### config.mk
export PLATFORM = sky130hd
export DESIGN_NAME = border_collision_multi
export DESIGN_NICKNAME = d
export VERILOG_FILES = /design/src/rtl/border_collision_multi.sv
export SDC_FILE = /design/constraint.sdc
export NUM_CORES = 1
export LEC_CHECK = 0
export CAP_MARGIN = 20
export CORE_AREA = 2 2 436 438
export CTS_CLUSTER_SIZE = 28
export DETAILED_ROUTE_END_ITERATION = 6
export DIE_AREA = 0 0 438 440
export PLACE_DENSITY = 0.47
export SYNTH_ARGS = -nofsm -noshare
export SYNTH_HDL_FRONTEND = slang
export SYNTH_SLANG_ARGS = --single-unit
### constraint.sdc
create_clock -name clk -period 22 [get_ports clk]
set_input_delay 3.3 -clock clk [delete_from_list [all_inputs] [get_ports clk]]
set_output_delay 3.3 -clock clk [all_outputs]
set_load 0.01 [all_outputs]
### src/rtl/border_collision_multi.sv
// Frame-synchronous border bounce for N_BALLS balls: pixel overlaps latched per frame, reflected at startOfFrame.
// Optional BORDER_DAMPING_EN attenuates reflected axes by v >>> DAMP_SHIFT before negation.
module border_collision_lane #(
  parameter int POS_W           = 11,
  parameter int VEL_W           = 11,
  parameter int TOP_OFFSET      = 40,
  parameter int DOWN_OFFSET     = 440,
  parameter int LEFT_OFFSET     = 30,
  parameter int RIGHT_OFFSET    = 600,
  parameter int COOLDOWN_FRAMES = 2,
  parameter int DAMP_SHIFT      = 3
) (
  input  logic             clk,
  input  logic             reset,
  input  logic             startOfFrame,
  input  logic             hit,
  input  logic [POS_W-1:0] posX,
  input  logic [POS_W-1:0] posY,
  input  logic [VEL_W-1:0] velX,
  input  logic [VEL_W-1:0] velY,
  output logic [VEL_W-1:0] velXOut,
  output logic [VEL_W-1:0] velYOut,
  output logic             collision,
  output logic             inCooldown
);
`ifdef BORDER_DAMPING_EN
  localparam bit DAMP_ON = 1'b1;
`else
  localparam bit DAMP_ON = 1'b0;
`endif
  localparam int CNT_W = (COOLDOWN_FRAMES > 0) ? $clog2(COOLDOWN_FRAMES + 1) : 1;
  localparam logic signed [POS_W-1:0] TOP   = POS_W'(TOP_OFFSET);
  localparam logic signed [POS_W-1:0] DOWN  = POS_W'(DOWN_OFFSET);
  localparam logic signed [POS_W-1:0] LEFT  = POS_W'(LEFT_OFFSET);
  localparam logic signed [POS_W-1:0] RIGHT = POS_W'(RIGHT_OFFSET);
  localparam logic signed [VEL_W+1:0] VMAX  = {3'b000, {(VEL_W-1){1'b1}}};
  localparam logic signed [VEL_W+1:0] VMIN  = {3'b111, {(VEL_W-1){1'b0}}};

  typedef enum logic [1:0] {IDLE, PENDING, COOLDOWN} state_t;

  state_t           state;
  logic             flagX, flagY;
  logic [CNT_W-1:0] cnt;
  logic signed [POS_W-1:0] x, y;
  logic             negX, posVX, negY, posVY, newX, newY;

  assign x     = $signed(posX);
  assign y     = $signed(posY);
  assign negX  = velX[VEL_W-1];
  assign posVX = !velX[VEL_W-1] && (velX != '0);
  assign negY  = velY[VEL_W-1];
  assign posVY = !velY[VEL_W-1] && (velY != '0);
  // Only flag an axis when the ball is still heading into that cushion.
  assign newX  = (x <= LEFT && negX) || (x >= RIGHT && posVX);
  assign newY  = (y <= TOP && negY) || (y >= DOWN && posVY);
  assign inCooldown = (cnt != '0);

  function automatic logic [VEL_W-1:0] reflect(input logic [VEL_W-1:0] v);
    logic signed [VEL_W+1:0] w, r;
    w = $signed({{2{v[VEL_W-1]}}, v});
    if (DAMP_ON) w = w - (w >>> DAMP_SHIFT);
    r = -w;
    if (r > VMAX)      return VMAX[VEL_W-1:0];
    else if (r < VMIN) return VMIN[VEL_W-1:0];
    else               return r[VEL_W-1:0];
  endfunction

  always_ff @(posedge clk or posedge reset) begin
    if (reset) begin
      state     <= IDLE;
      flagX     <= 1'b0;
      flagY     <= 1'b0;
      cnt       <= '0;
      velXOut   <= '0;
      velYOut   <= '0;
      collision <= 1'b0;
    end else begin
      velXOut   <= velX;
      velYOut   <= velY;
      collision <= 1'b0;
      case (state)
        IDLE: if (hit) begin
          state <= PENDING;
          flagX <= newX;
          flagY <= newY;
        end
        PENDING: if (startOfFrame) begin
          // Decision uses flags from before this cycle; a same-cycle hit seeds the next frame.
          if (flagX) velXOut <= reflect(velX);
          if (flagY) velYOut <= reflect(velY);
          collision <= flagX | flagY;
          if ((flagX || flagY) && COOLDOWN_FRAMES > 0) begin
            state <= COOLDOWN;
            cnt   <= CNT_W'(COOLDOWN_FRAMES);
            flagX <= 1'b0;
            flagY <= 1'b0;
          end else if (hit) begin
            flagX <= newX;
            flagY <= newY;
          end else begin
            state <= IDLE;
            flagX <= 1'b0;
            flagY <= 1'b0;
          end
        end else if (hit) begin
          flagX <= flagX | newX;
          flagY <= flagY | newY;
        end
        COOLDOWN: if (startOfFrame) begin
          if (cnt == CNT_W'(1)) begin
            cnt <= '0;
            if (hit) begin
              state <= PENDING;
              flagX <= newX;
              flagY <= newY;
            end else begin
              state <= IDLE;
            end
          end else begin
            cnt <= cnt - CNT_W'(1);
          end
        end
        default: state <= IDLE;
      endcase
    end
  end
endmodule

module border_collision_multi #(
  parameter int N_BALLS         = 16,
  parameter int POS_W           = 11,
  parameter int VEL_W           = 11,
  parameter int TOP_OFFSET      = 40,
  parameter int DOWN_OFFSET     = 440,
  parameter int LEFT_OFFSET     = 30,
  parameter int RIGHT_OFFSET    = 600,
  parameter int COOLDOWN_FRAMES = 2,
  parameter int DAMP_SHIFT      = 3
) (
  input  logic                     clk,
  input  logic                     reset,
  input  logic                     startOfFrame,
  input  logic                     borderDR,
  input  logic [N_BALLS-1:0]       ballDR,
  input  logic [N_BALLS*POS_W-1:0] ballTopLeftPosX,
  input  logic [N_BALLS*POS_W-1:0] ballTopLeftPosY,
  input  logic [N_BALLS*VEL_W-1:0] ballVelX,
  input  logic [N_BALLS*VEL_W-1:0] ballVelY,
  output logic [N_BALLS*VEL_W-1:0] ballVelXOut,
  output logic [N_BALLS*VEL_W-1:0] ballVelYOut,
  output logic [N_BALLS-1:0]       collisionOccurred,
  output logic [N_BALLS-1:0]       inCooldown
);
  for (genvar i = 0; i < N_BALLS; i++) begin : g_ball
    border_collision_lane #(
      .POS_W(POS_W), .VEL_W(VEL_W),
      .TOP_OFFSET(TOP_OFFSET), .DOWN_OFFSET(DOWN_OFFSET),
      .LEFT_OFFSET(LEFT_OFFSET), .RIGHT_OFFSET(RIGHT_OFFSET),
      .COOLDOWN_FRAMES(COOLDOWN_FRAMES), .DAMP_SHIFT(DAMP_SHIFT)
    ) u_lane (
      .clk          (clk),
      .reset        (reset),
      .startOfFrame (startOfFrame),
      .hit          (ballDR[i] & borderDR),
      .posX         (ballTopLeftPosX[i*POS_W +: POS_W]),
      .posY         (ballTopLeftPosY[i*POS_W +: POS_W]),
      .velX         (ballVelX[i*VEL_W +: VEL_W]),
      .velY         (ballVelY[i*VEL_W +: VEL_W]),
      .velXOut      (ballVelXOut[i*VEL_W +: VEL_W]),
      .velYOut      (ballVelYOut[i*VEL_W +: VEL_W]),
      .collision    (collisionOccurred[i]),
      .inCooldown   (inCooldown[i])
    );
  end
endmodule

== Word-level counts from Yosys, hierarchy flattened ==
Cells that the tools add are included.
Operators by class
  $add $sub $neg: 48
  $mul: 0
  div/mod/pow operators: 0
  order comparisons: 128
  eq/ne operators: 160
  shifts and indexed selects: 0
  muxes and demuxes: 656
  bitwise logic cells: 64
  reductions and logical operators: 320
Operators by type and width (count)
  11-bit two-way mux: 160
  13-bit by 11-bit > comparator with 1-bit output, second input constant: 32
  13-bit by 11-bit < comparator with 1-bit output, second input constant: 32
  11-bit negator with 13-bit output: 32
  11-bit nonzero test: 32
  2-bit two-way mux: 160
  1-bit two-way mux: 272
  11-bit by 10-bit greater-or-equal comparator with 1-bit output, second input constant: 16
  11-bit greater-or-equal comparator, second input constant: 16
  11-bit by 6-bit <= comparator with 1-bit output, second input constant: 16
  11-bit by 7-bit <= comparator with 1-bit output, second input constant: 16
  4-bit AND reduction: 32
  1-bit logical AND: 96
  2-bit by 1-bit != test with 1-bit output, second input constant: 48
  1-bit one-hot mux with 3 select lines: 32
  2-bit one-hot mux with 3 select lines: 16
  5-bit AND reduction: 16
  2-bit by 1-bit == test with 1-bit output, second input constant: 32
  2-bit != test, second input constant: 32
  2-bit one-hot mux with 2 select lines: 16
  2-bit nonzero test: 32
  1-bit logical OR: 48
  3-bit by 2-bit != test with 1-bit output, second input constant: 16
  3-bit != test, second input constant: 16
  7 further kinds: 160
Word-level totals
  bits in registers: 464
  latch bits: 0
  memory bits (writable): 0
  ROM bits: 0
  bits of input ports: 724
  output and inout bits: 384
  memories: 0

== Depth between registers and ports, before layout ==
Gate-level depths: netlist (run 1).
  depth in word-level cells: 8
  depth in mapped cells: 10

== Modules after synthesis ==
From an unflattened synthesis (run 1), not the netlist that was laid out.
Unflattened totals
  cells, all modules: 3351
  area total of the unflattened synthesis: 29625.9 um^2
Modules (own cells, without submodules)
  border_collision_lane (g_ball[0].u_lane ...): instances 12, cells each 207, area an instance 1840.5 um^2
  border_collision_lane (g_ball[7].u_lane): instances 1, cells each 227, area an instance 1978.1 um^2
  border_collision_lane (g_ball[9].u_lane): instances 1, cells each 221, area an instance 1918.1 um^2
  border_collision_lane (g_ball[5].u_lane): instances 1, cells each 208, area an instance 1833.0 um^2
  border_collision_lane (g_ball[8].u_lane): instances 1, cells each 194, area an instance 1684.1 um^2
  border_collision_multi: instances 1, cells each 17, area an instance 126.4 um^2

== Least setup slack after synthesis (run 1) ==
No wires, ideal clock.
  kind: input port to flip-flop
  start: in ballVelY[111]
  end: reg g_ball[10].u_lane.velYOut[1]
  arrival time: 5.120 ns
  data required time: 21.840 ns
  path slack: 16.720 ns
  cell stages on the path: 8
  path buffers: 0
  cells stage by stage: inv_1 > ha_1 > or3b_2 > or4_4 > nand3_1 > a31oi_1 > o21ai_2 > o221ai_1
On the way
  word-level cells in the longest chain between the ends: 7
  elaborated cells between the ends (all ways): 8
  classes of those cells: add/sub: 1; order compare: 2; mux: 5
Ends and longest elaborated chain
  start, declared: line 148  | input logic [N_BALLS*VEL_W-1:0] ballVelY,
  11-bit negator with 13-bit output: line 62  | r = -w;
  13-bit by 11-bit < comparator with 1-bit output: line 64  | else if (r < VMIN) return VMIN[VEL_W-1:0];
  11-bit two-way mux: line 64
  11-bit two-way mux: line 63  | if (r > VMAX) return VMAX[VEL_W-1:0];
  11-bit two-way mux: line 90  | if (flagY) velYOut <= reflect(velY);
  11-bit two-way mux: line 87  | PENDING: if (startOfFrame) begin
  11-bit two-way mux (*): line 81  | case (state)
  end signal, assigned: line 79  | velYOut <= velY;
  end signal, assigned: line 90
  end, declared: line 22  | output logic [VEL_W-1:0] velYOut,
Every way passes the cells marked *; elsewhere a longest branch is shown, timed or not.
A chain may end at the register's enable or synchronous reset.

==> out/results.ini, run 1 <==
[setup_path]
worstSetupEndpointType=async pin
worst_ep_arrival_time_ns=6.93
rr_worst_depth=6
crit_path_max_fanout=103
reg2reg_setup_slack_ns=19.13
timing.rr.start=g_ball[10].u_lane.state[0]$_DFFE_PP0P_
path_class=in -> async
data_required_time_of_the_worst_path_ns=22.69
worst_setup_path_start_kind=input pin
ff_to_ff_end=g_ball[10].u_lane.velXOut[10]$_DFF_PP0_

[clock_tree]
cts.sink_count=464
worst_setup_hold_path_clk_slew_ns=0.05
tritoncts=built
clk_latency_ns=0.66
post_cts_resized=0
cts.htree.levels=3
root_buffer=clkbuf_16
tritoncts.num_buffers=69
clockBufferDepth=3
cts.repair_timing.setup_buffer_count=0
hold_buffers=0

[floorplan]
floorplan.initialDensity_pct=15.7
die_h_um=440
floorplan.io_pins=1108
die_area_um2=193000
floorplan.core_area_um2=189000
die_w_um=438
fp-row-count=160

[sta]
fmax_ghz=0.160
fin_crit_sh_pct=28.4
rsz0062_at_grt=false
final_period_minus_worst_setup_slack_ns=6.24
worstMarginPinSlew_ns=1.09
finalSetupTns_ns=0
slew_headroom_pct=27.0
setup_viol=0
fin_worst_skew_ns=0.0219
hold_violations=0
final-max-slew-violation-count=0
worst_slack_ns=15.76

[drt]
first_iter_violations=2181
first_pass_detailed_route_iteration_total=6
remaining_routing_drc_violations=0
final_routed_wirelength_um=153000
post_drt_via_cell_ratio=4.48
antenna_left=0
drt-wirelength-per-cell_um=21.3
via_count=32138

[synthesis]
yosys-top-cells-area=dfrtp_1 (39%), o21ai_0 (6.5%), nand2_1 (4.4%)
synth_top_cell_area_share_pct=39.1
ys_ff_latch=464
synth.avg_cell_area_um2=8.32
post_synth_instance_area_um2=29700
synthesis.nets=4378
synth_cell_type_count=101
postSynth.topFlopCell=dfrtp_1
synth_cells=3569
postSynth.asyncResetShare_pct=100
synth_sequential_area_ratio_pct=39.1
yosysTopAreaCell=dfrtp_1
synth_edf_count=0
ys_warn_count=0

[grt]
grt_overflow_total=0
global_route.usage.total_pct=15.2
grt_pass1_vias=30809
antenna_found_initial=30
grt_first_pass_wirelength_um=217000
pin_count_of_the_biggest_net_entering_global_routing=104

[min_path]
worst_hold_path.num_cells=1
capture_endpoint_of_the_worst_hold_path=g_ball[11].u_lane.cnt[1]$_DFFE_PP0P_
min_from=g_ball[11].u_lane.cnt[1]$_DFFE_PP0P_
hp-class=reg -> reg

[cells_and_area]
layout_commonest_cell=clkdlybuf4s50_1
most-common-layout-cells=clkdlybuf4s50_1 (1105), dfrtp_1 (464), o21ai_0 (383)
drive_above_1_share_pct=5.08
nets=5408
area_growth_syn_to_layout_pct=53.6

[placement]
pre_cts_slack_ns=14.84
finalWeightedCongestion=0.927
dp_hpwl_um=125000
port-buffer-count=1107

[pwr]
max-vdd-ir-drop_mv=0.0577
power_per_cell_area_nw_per_um2=75.8
p_leak_nw=17.5

[flow_run]
maxCapViolations=0

[outcome]
outcome=completed

[power by group]
part           internal, W  switching, W
logic             0.000531      0.000601
registers          0.00102      0.000144
clock network     0.000705      0.000456
[layer usage]
| layer | global-route usage (%) | up-vias | share of wire [%] |
|---|---|---|---|
| met3 | 3.62 | 183 | 6.3 |
| met2 | 26.4 | 1060 | 50 |
| li1 | - | 15267 | - |
| met5 | 0 | - | 0.0085 |
| met4 | 4.22 | 2 | 2.6 |
| met1 | 18.5 | 15626 | 41 |
[synthesized netlist by cell type (all sizes together) (15+ instances only)]
master / n
dfrtp: 464
o21ai: 395
nand2: 351
nor2: 327
a21oi: 220
inv: 173
nor3: 169
nand3: 117
clkbuf: 111
nor4: 95
ha: 85
a31oi: 66
or3: 58
buf: 52
a21o: 50
and2: 44
nand2b: 44
and3: 40
xor2: 37
nor3b: 36
or4: 36
o31a: 35
o31ai: 35
or2: 35
xnor2: 29
o211ai: 28
o311ai: 28
a31o: 24
a22o: 23
nor2b: 23
nand4b: 22
a22oi: 21
nand4: 19
nor4b: 19
o22ai: 17
nand3b: 15
o41ai: 15
[worst max-delay path by stage]
| stage | slack, ns | to | startpoint |
|---|---|---|---|
| after detailed placement | 14.84 | g_ball[2].u_lane.velYOut[0]$_DFF_PP0_ | reset |
| after global routing | 15.27 | g_ball[6].u_lane.velXOut[6]$_DFF_PP0_ | reset |
| final | 15.76 | g_ball[2].u_lane.velYOut[0]$_DFF_PP0_ | reset |
| after global placement | 14.88 | g_ball[2].u_lane.velYOut[5]$_DFF_PP0_ | reset |
| after CTS | 15.62 | g_ball[6].u_lane.velXOut[6]$_DFF_PP0_ | reset |
| after floorplan | 5.76 | g_ball[0].u_lane.cnt[0]$_DFFE_PP0P_ | reset |
[registers in the layout (all words and copies together) (netlist names)]
signal	flops
g_ball.u_lane.velYOut	176
g_ball.u_lane.state	32
g_ball.u_lane.velXOut	176
g_ball.u_lane.cnt	32
g_ball.u_lane.flagY	16
g_ball.u_lane.collision	16
g_ball.u_lane.flagX	16
[cell type report]
type                       instances  area, um2
sequential                       464      11600
antenna                           13       32.5
clock inverter                    29        353
clock buffer                      91       1950
timing repair buffer            1122      11200
tap                             2511       3140
multi-input combinational       2768      16700
fill                           20509     143000
inverter                         174        663
[logic make-up (layout without fill, tap and decap cells)]
family	Yosys count	in the layout	synth area share [%]
other	0	13	0
XOR/XNOR	66	66	1.95
adder cells (fa/ha/maj)	85	85	3.58
AO/OA/AOI/OAI	1119	1119	24.4
flip-flops	464	464	39.1
buffers and inverters	337	1416	4.78
multiplexers	9	9	0.320
AND/OR/NAND/NOR	1489	1489	25.9
[metrics by stage]
step / total power, W / std cells / instance area [um2] / util (%) / hold slack [ns]
6_report: 0.00346 / 7172 / 45600 / 24.2 / 0.499
5_1_grt: 0.00368 / 7164 / 45600 / 24.2 / 0.514
4_1_cts: 0.00352 / 7159 / 45600 / 24.2 / 0.503
3_5_place_dp: 0.00232 / 7039 / 43300 / 22.9 / 0.485
3_3_place_gp: 0.00231 / 7038 / 43300 / 22.9 / 0.486
2_1_floorplan: 0.00171 / 3569 / 29700 / - / 0.466
[critical path: stages]
cell	delay, ns
clkdlybuf4s50_1	0.49
inv_8	0.46
buf_4	0.78
buf_4	0.74
buf_4	0.76
No activity file was read; power rests on OpenSTA's default activity.
==> run 2: changes to the inputs <==
Settings changed: CORE_AREA 2 2 436 438 to 2 2 435 437, DIE_AREA 0 0 438 440 to 0 0 437 439, PLACE_DENSITY 0.47 to 0.48.
Clock period 22 ns to 5.3 ns, I/O delays scaled along.
==> run 2 against run 1 <==
  * The flow now finishes with violations (DRC)
  * Utilization up 0.30 points
  * Sequential cell count unchanged
  * Die area down 0.46%
  * Sequential power rose to 4.2 times the previous value
  * Critical path depth up 4
  * Count of clock-buffer cells in the layout up 2
  * Clock power rose to 4.2 times the previous value
  * Non-clock buffer count up 13
  * Setup slack worse by 13 ns
  * Via count up 0.43%
  * Sequential share of layout area down 0.10 points
  * Highest routed layer unchanged
==> out/results.ini, run 2 (synthesis results as in run 1) <==
[drt]
via_count=32276  ; +0.43%
drt-wirelength-per-cell_um=22.5  ; +5.8%
remaining_routing_drc_violations=1  ; +1
first_iter_violations=2102  ; -3.6%
post_drt_via_cell_ratio=4.50  ; +0.37%
final_routed_wirelength_um=162000  ; +5.9%
first_pass_detailed_route_iteration_total=7  ; +1
antenna_left=0  ; unchanged

[placement]
finalWeightedCongestion=0.959  ; +3.4%
dp_hpwl_um=133000  ; +6.4%
dpl_cell_area_um2=43400  ; +0.34%
port-buffer-count=1107  ; unchanged

[clock_tree]
worst_setup_hold_path_clk_slew_ns=0.06  ; about the same
clk_latency_ns=0.71  ; +0.05 ns
tritoncts.num_buffers=68  ; -1.4%
cts.repair_timing.setup_buffer_count=0  ; unchanged
cts.sink_count=464  ; unchanged
post_cts_resized=0  ; unchanged
tritoncts=built
clockBufferDepth=3  ; unchanged
root_buffer=clkbuf_16
hold_buffers=0  ; unchanged
cts.htree.levels=3  ; unchanged

[min_path]
capture_endpoint_of_the_worst_hold_path=g_ball[2].u_lane.cnt[1]$_DFFE_PP0P_
worst_hold_path.num_cells=1  ; unchanged
min_from=g_ball[2].u_lane.cnt[1]$_DFFE_PP0P_
hp-class=reg -> reg

[grt]
antenna_found_initial=33  ; +10%
grt_first_pass_wirelength_um=228000  ; +4.8%
grt_overflow_total=0  ; unchanged
pin_count_of_the_biggest_net_entering_global_routing=93  ; -11%
grt_pass1_vias=31241  ; +1.4%
global_route.usage.total_pct=16.1  ; +0.96 points

[sta]
fin_worst_skew_ns=0.0307  ; +0.00880 ns
worst_hold_slack_ns=0.498  ; -0.00117 ns
final-max-slew-violation-count=0  ; unchanged
worstMarginPinSlew_ns=1.01  ; -0.0823 ns
slew_headroom_pct=32.0  ; +5.0 points
fmax_ghz=0.331
setup_viol=0  ; unchanged
final_period_minus_worst_setup_slack_ns=3.02
rsz0062_at_grt=false
fin_crit_sh_pct=56.9
hold_violations=0  ; unchanged

[outcome]
outcome=finished, violations left
failed_checks=DRC

[floorplan]
floorplan.core_area_um2=187000  ; -0.84%
floorplan.io_pins=1108  ; unchanged
die_area_um2=192000  ; -0.46%
die_h_um=439  ; -0.23%
fp-row-count=159  ; -0.63%
floorplan.initialDensity_pct=15.9  ; +0.13 points
die_w_um=437  ; -0.23%

[setup_path]
crit_path_max_fanout=9  ; -91%
worstSetupEndpointType=register
critical-path-slowest-cell=or4b_4
cp_top_family=simple AND/OR/NAND/NOR gates
timing.critical_path.cells=clkdlybuf4s50_1 -> inv_1 -> ha_1 -> or4b_4 -> or2_1 -> nor3_1 -> o21ai_1 -> a21oi_2 -> a221o_1
reg2reg_setup_slack_ns=2.67  ; -16.46 ns
ff_to_ff_end=g_ball[3].u_lane.velXOut[8]$_DFF_PP0_
rr_worst_depth=6  ; unchanged
timing.rr.start=g_ball[3].u_lane.state[0]$_DFFE_PP0P_
path_class=in -> reg
worst_setup_path_start_kind=input pin
worstSetupStartpoint=ballVelY[11]
worst_ep_arrival_time_ns=3.62  ; -3.31 ns
cp.buffers_inverters=2  ; -3
data_required_time_of_the_worst_path_ns=5.91  ; -16.78 ns
cpPeakStageDelay_ns=0.55  ; -0.23 ns

[flow_run]
maxCapViolations=0  ; unchanged

[pwr]
p_leak_nw=17.6  ; +0.53%
power_per_cell_area_nw_per_um2=316  ; +320%
max-vdd-ir-drop_mv=0.216  ; +280%

[cells_and_area]
layout_commonest_cell=clkdlybuf4s50_1
fin_area_um2=45800  ; +0.40%
most-common-layout-cells=clkdlybuf4s50_1 (1105), dfrtp_1 (464), o21ai_0 (383)
area_growth_syn_to_layout_pct=54.2
drive_above_1_share_pct=5.38  ; +0.30 points
num-fill-cells=20304  ; -1.0%
layout_top_registers=g_ball.u_lane.velXOut x176, g_ball.u_lane.velYOut x176
nets=5420  ; +0.22%

## run 2: worst max path at each step
| stage | endpoint | slack, ns | cells after the start |
|---|---|---|---|
| after global routing | inCooldown[6] | 2.18 | 4 |
| after CTS | inCooldown[11] | 2.21 | 4 |
| after global placement | g_ball[1].u_lane.velYOut[6]$_DFF_PP0_ | 1.73 | 9 |
| after detailed placement | g_ball[1].u_lane.velYOut[1]$_DFF_PP0_ | 1.61 | 9 |
| final | g_ball[1].u_lane.velYOut[1]$_DFF_PP0_ | 2.28 | 9 |
| after floorplan | g_ball[0].u_lane.cnt[0]$_DFFE_PP0P_ | -1.78 | 1 |
## run 2: area by class of cell
cell class / count / area (um2) / area share [%]
well taps: 2495 / 3120 / 6.82
clock buffers: 93 / 1930 / 4.21
flip-flops and latches: 464 / 11600 / 25.4
clock inverters: 31 / 405 / 0.885
diodes: 16 / 40.0 / 0.0874
repair buffers: 1135 / 11400 / 24.8
multi-input cells: 2768 / 16700 / 36.4
inverters: 174 / 658 / 1.44
## run 2: metal layers
layer / global-route usage [%] / part of all wire [%] / up-vias
li1: - / - / 15291
met1: 19.5 / 41 / 15617
met4: 8.14 / 4.8 / 10
met3: 3.83 / 6.1 / 260
met5: 0 / 0.035 / -
met2: 26.6 / 48 / 1098
## run 2: per-stage QoR
stage | util, % | total power, W | TNS, ns | setup WS, ns | std cells
6_report | 24.5 | 0.0145 | 0 | 2.28 | 7176
5_1_grt | 24.5 | 0.0154 | 0 | 2.18 | 7173
4_1_cts | 24.5 | 0.0147 | 0 | 2.21 | 7160
3_5_place_dp | 23.2 | 0.00971 | 0 | 1.61 | 7036
3_3_place_gp | 23.2 | 0.00968 | 0 | 1.73 | 7036
2_1_floorplan | - | 0.00710 | -824.04 | -1.78 | 3569
## run 2: where the power goes
group	switching (W)	total, W	internal (W)
logic	0.00256	0.00478	0.00222
registers	0.000588	0.00482	0.00423
clock network	0.00201	0.00487	0.00287
total	0.00516	0.0145	0.00931
==> run 3: changes to the inputs <==
Clock period 5.3 ns to 2.5 ns, I/O delays scaled along.
==> run 3 against run 2 <==
  * The run now ends clean
  * Hold slack got worse by 0.40 ns
  * Combinational power increased by 130%
  * Non-clock buffer count increased by 644
  * Register-to-register slack got worse by 2.3 ns
  * Cell area increased by 11%
  * Setup slack lost 2.1 ns
  * Sequential power grew 110%
  * Global-route usage up 0.63 points
  * Sequential cell count is the same
==> out/results.ini, run 3 (synthesis results as in run 1) <==
[flow_run]
maxCapViolations=0  ; unchanged

[setup_path]
worst_ep_arrival_time_ns=1.99  ; -1.63 ns
data_required_time_of_the_worst_path_ns=2.12  ; -3.79 ns
worst_setup_path_start_kind=register
endpoint=inCooldown[4]
critical_path.most_common_cell=inv_1
crit_path_max_fanout=4  ; -5
timing.rr.start=g_ball[3].u_lane.state[0]$_DFFE_PP0P_
ff_to_ff_end=g_ball[3].u_lane.velXOut[3]$_DFF_PP0_
reg2reg_setup_slack_ns=0.39  ; -2.28 ns
cp_num_cells=4  ; -5
path_class=reg -> out
timing.critical_path.cells=inv_1 -> ha_1 -> inv_1 -> clkdlybuf4s50_1
worstSetupStartpoint=g_ball[4].u_lane.cnt[0]$_DFFE_PP0P_
cp_top_family=buffers and inverters
cp.buffers_inverters=3  ; +1
critical-path-slowest-cell=clkdlybuf4s50_1
rr_worst_depth=5  ; -1
cpPeakStageDelay_ns=0.62  ; +0.07 ns
worstSetupEndpointType=output pin

[clock_tree]
post_cts_resized=13  ; +13
root_buffer=clkbuf_16
tritoncts.num_buffers=71  ; +4.4%
hold_buffers=0  ; unchanged
worst_setup_hold_path_clk_slew_ns=0.06  ; about the same
clockBufferDepth=3  ; unchanged
clk_latency_ns=0.70  ; about the same
tritoncts=built
cts.repair_timing.setup_buffer_count=0  ; unchanged
cts.htree.levels=3  ; unchanged
cts.sink_count=464  ; unchanged

[floorplan]
floorplan.core_area_um2=187000  ; unchanged
die_h_um=439  ; unchanged
die_w_um=437  ; unchanged
floorplan.io_pins=1108  ; unchanged
floorplan.initialDensity_pct=15.9  ; unchanged
die_area_um2=192000  ; unchanged
fp-row-count=159  ; unchanged

[grt]
global_route.usage.total_pct=16.7  ; +0.63 points
pin_count_of_the_biggest_net_entering_global_routing=61  ; -34%
grt_first_pass_wirelength_um=237000  ; +4.3%
antenna_found_initial=42  ; +27%
grt_overflow_total=0  ; unchanged
grt_pass1_vias=34076  ; +9.1%

[sta]
fmax_ghz=0.423
hold_violations=0  ; unchanged
fin_worst_skew_ns=0.0428  ; +0.0121 ns
slew_headroom_pct=44.5  ; +12 points
worst_slack_ns=0.137  ; -2.15 ns
final_period_minus_worst_setup_slack_ns=2.36
setup_viol=0  ; unchanged
worstMarginPinSlew_ns=0.811  ; -0.199 ns
rsz0062_at_grt=false
final-max-slew-violation-count=0  ; unchanged
fin_crit_sh_pct=94.5
worst_hold_slack_ns=0.0941  ; -0.404 ns

[cells_and_area]
drive_above_1_share_pct=16.9  ; +12 points
nets=6067  ; +12%
area_growth_syn_to_layout_pct=70.9
layout_top_registers=g_ball.u_lane.velXOut x176, g_ball.u_lane.velYOut x176
most-common-layout-cells=clkdlybuf4s50_1 (1093), buf_4 (664), dfrtp_1 (464)
num-fill-cells=20120  ; -0.91%
layout_commonest_cell=clkdlybuf4s50_1
fin_area_um2=50700  ; +11%
multiInputGateArea_um2=16700  ; about the same
final-seq-area_um2=11600  ; unchanged

[placement]
pre_cts_slack_ns=-0.610  ; -2.22 ns
dp_hpwl_um=141000  ; +6.1%
finalWeightedCongestion=0.944  ; -1.5%
dpl_cell_area_um2=48300  ; +11%
port-buffer-count=1107  ; unchanged

[pwr]
p_leak_nw=20.8  ; +18%
max-vdd-ir-drop_mv=0.449  ; +110%
power_per_cell_area_nw_per_um2=624  ; +97%

[drt]
first_iter_violations=2393  ; +14%
first_pass_detailed_route_iteration_total=6  ; -1
drt-wirelength-per-cell_um=21.4  ; -4.9%
remaining_routing_drc_violations=0  ; -1
post_drt_via_cell_ratio=4.42  ; -1.8%
antenna_left=0  ; unchanged
via_count=34521  ; +7.0%
final_routed_wirelength_um=167000  ; +3.5%

[outcome]
outcome=completed

[min_path]
worst_hold_path.num_cells=4  ; +3
hp-class=in -> reg

==> run 3: cell types whose count changed in the layout (fill, tap and decap cells not counted), moves of 6 or more <==
cell	delta
buf_4	+641
clkbuf_16	+6
clkdlybuf4s50_1	-12
diode_2	-7
dlygate4sd2_1	+11
==> run 3: worst min path at each step <==
stage | from | to | slack (ns)
6_report | startOfFrame | g_ball[10].u_lane.cnt[1]$_DFFE_PP0P_ | 0.09
4_1_cts | startOfFrame | g_ball[10].u_lane.cnt[0]$_DFFE_PP0P_ | 0.02
5_1_grt | startOfFrame | g_ball[10].u_lane.cnt[0]$_DFFE_PP0P_ | 0.08
3_5_place_dp | g_ball[1].u_lane.cnt[1]$_DFFE_PP0P_ | g_ball[1].u_lane.cnt[1]$_DFFE_PP0P_ | 0.48
2_1_floorplan | ballVelY[53] | g_ball[4].u_lane.velYOut[9]$_DFF_PP0_ | 0.46
3_3_place_gp | g_ball[2].u_lane.cnt[1]$_DFFE_PP0P_ | g_ball[2].u_lane.cnt[1]$_DFFE_PP0P_ | 0.48
==> run 3: cell type report <==
class / instances / share of cell area, %
inverter: 174 / 1.30
clock inverter: 31 / 0.784
antenna: 9 / 0.0444
multi-input combinational: 2768 / 32.9
clock buffer: 95 / 4.00
tap: 2495 / 6.15
sequential: 464 / 22.9
timing repair buffer: 1779 / 32.0
==> run 3: metrics by stage <==
stage | TNS (ns) | total power, W | cells | util, %
after CTS | 0 | 0.0322 | 7806 | 27.1
after global placement | -48.82 | 0.0212 | 7680 | 25.8
after global routing | 0 | 0.0336 | 7812 | 27.1
after detailed placement | -50.13 | 0.0213 | 7680 | 25.8
after floorplan | -1928.36 | 0.0151 | 3569 | -
final | 0 | 0.0316 | 7815 | 27.1
==> run 3: power by group <==
group | switching [W] | internal, W | total, W
clock | 0.00410 | 0.00653 | 0.0106
combinational | 0.00563 | 0.00523 | 0.0109
sequential | 0.00119 | 0.00897 | 0.0102
total | 0.0109 | 0.0207 | 0.0316
==> run 3: tightest hold or removal path: cells and delay by family <==
family                 cells  cell delay (ns)
buffers and inverters      1             0.15
AOI/OAI and AO/OA          1             0.05
and+or+nand+nor            2             0.12
==> run 3: routing by layer <==
metal / vias up / global-route usage, % / share of wire, %
met1: 16644 / 20.2 / 41
met5: - / 0 / 0.074
met3: 222 / 3.42 / 5.5
li1: 16584 / - / -
met4: 20 / 5.48 / 3.0
met2: 1051 / 29.5 / 50
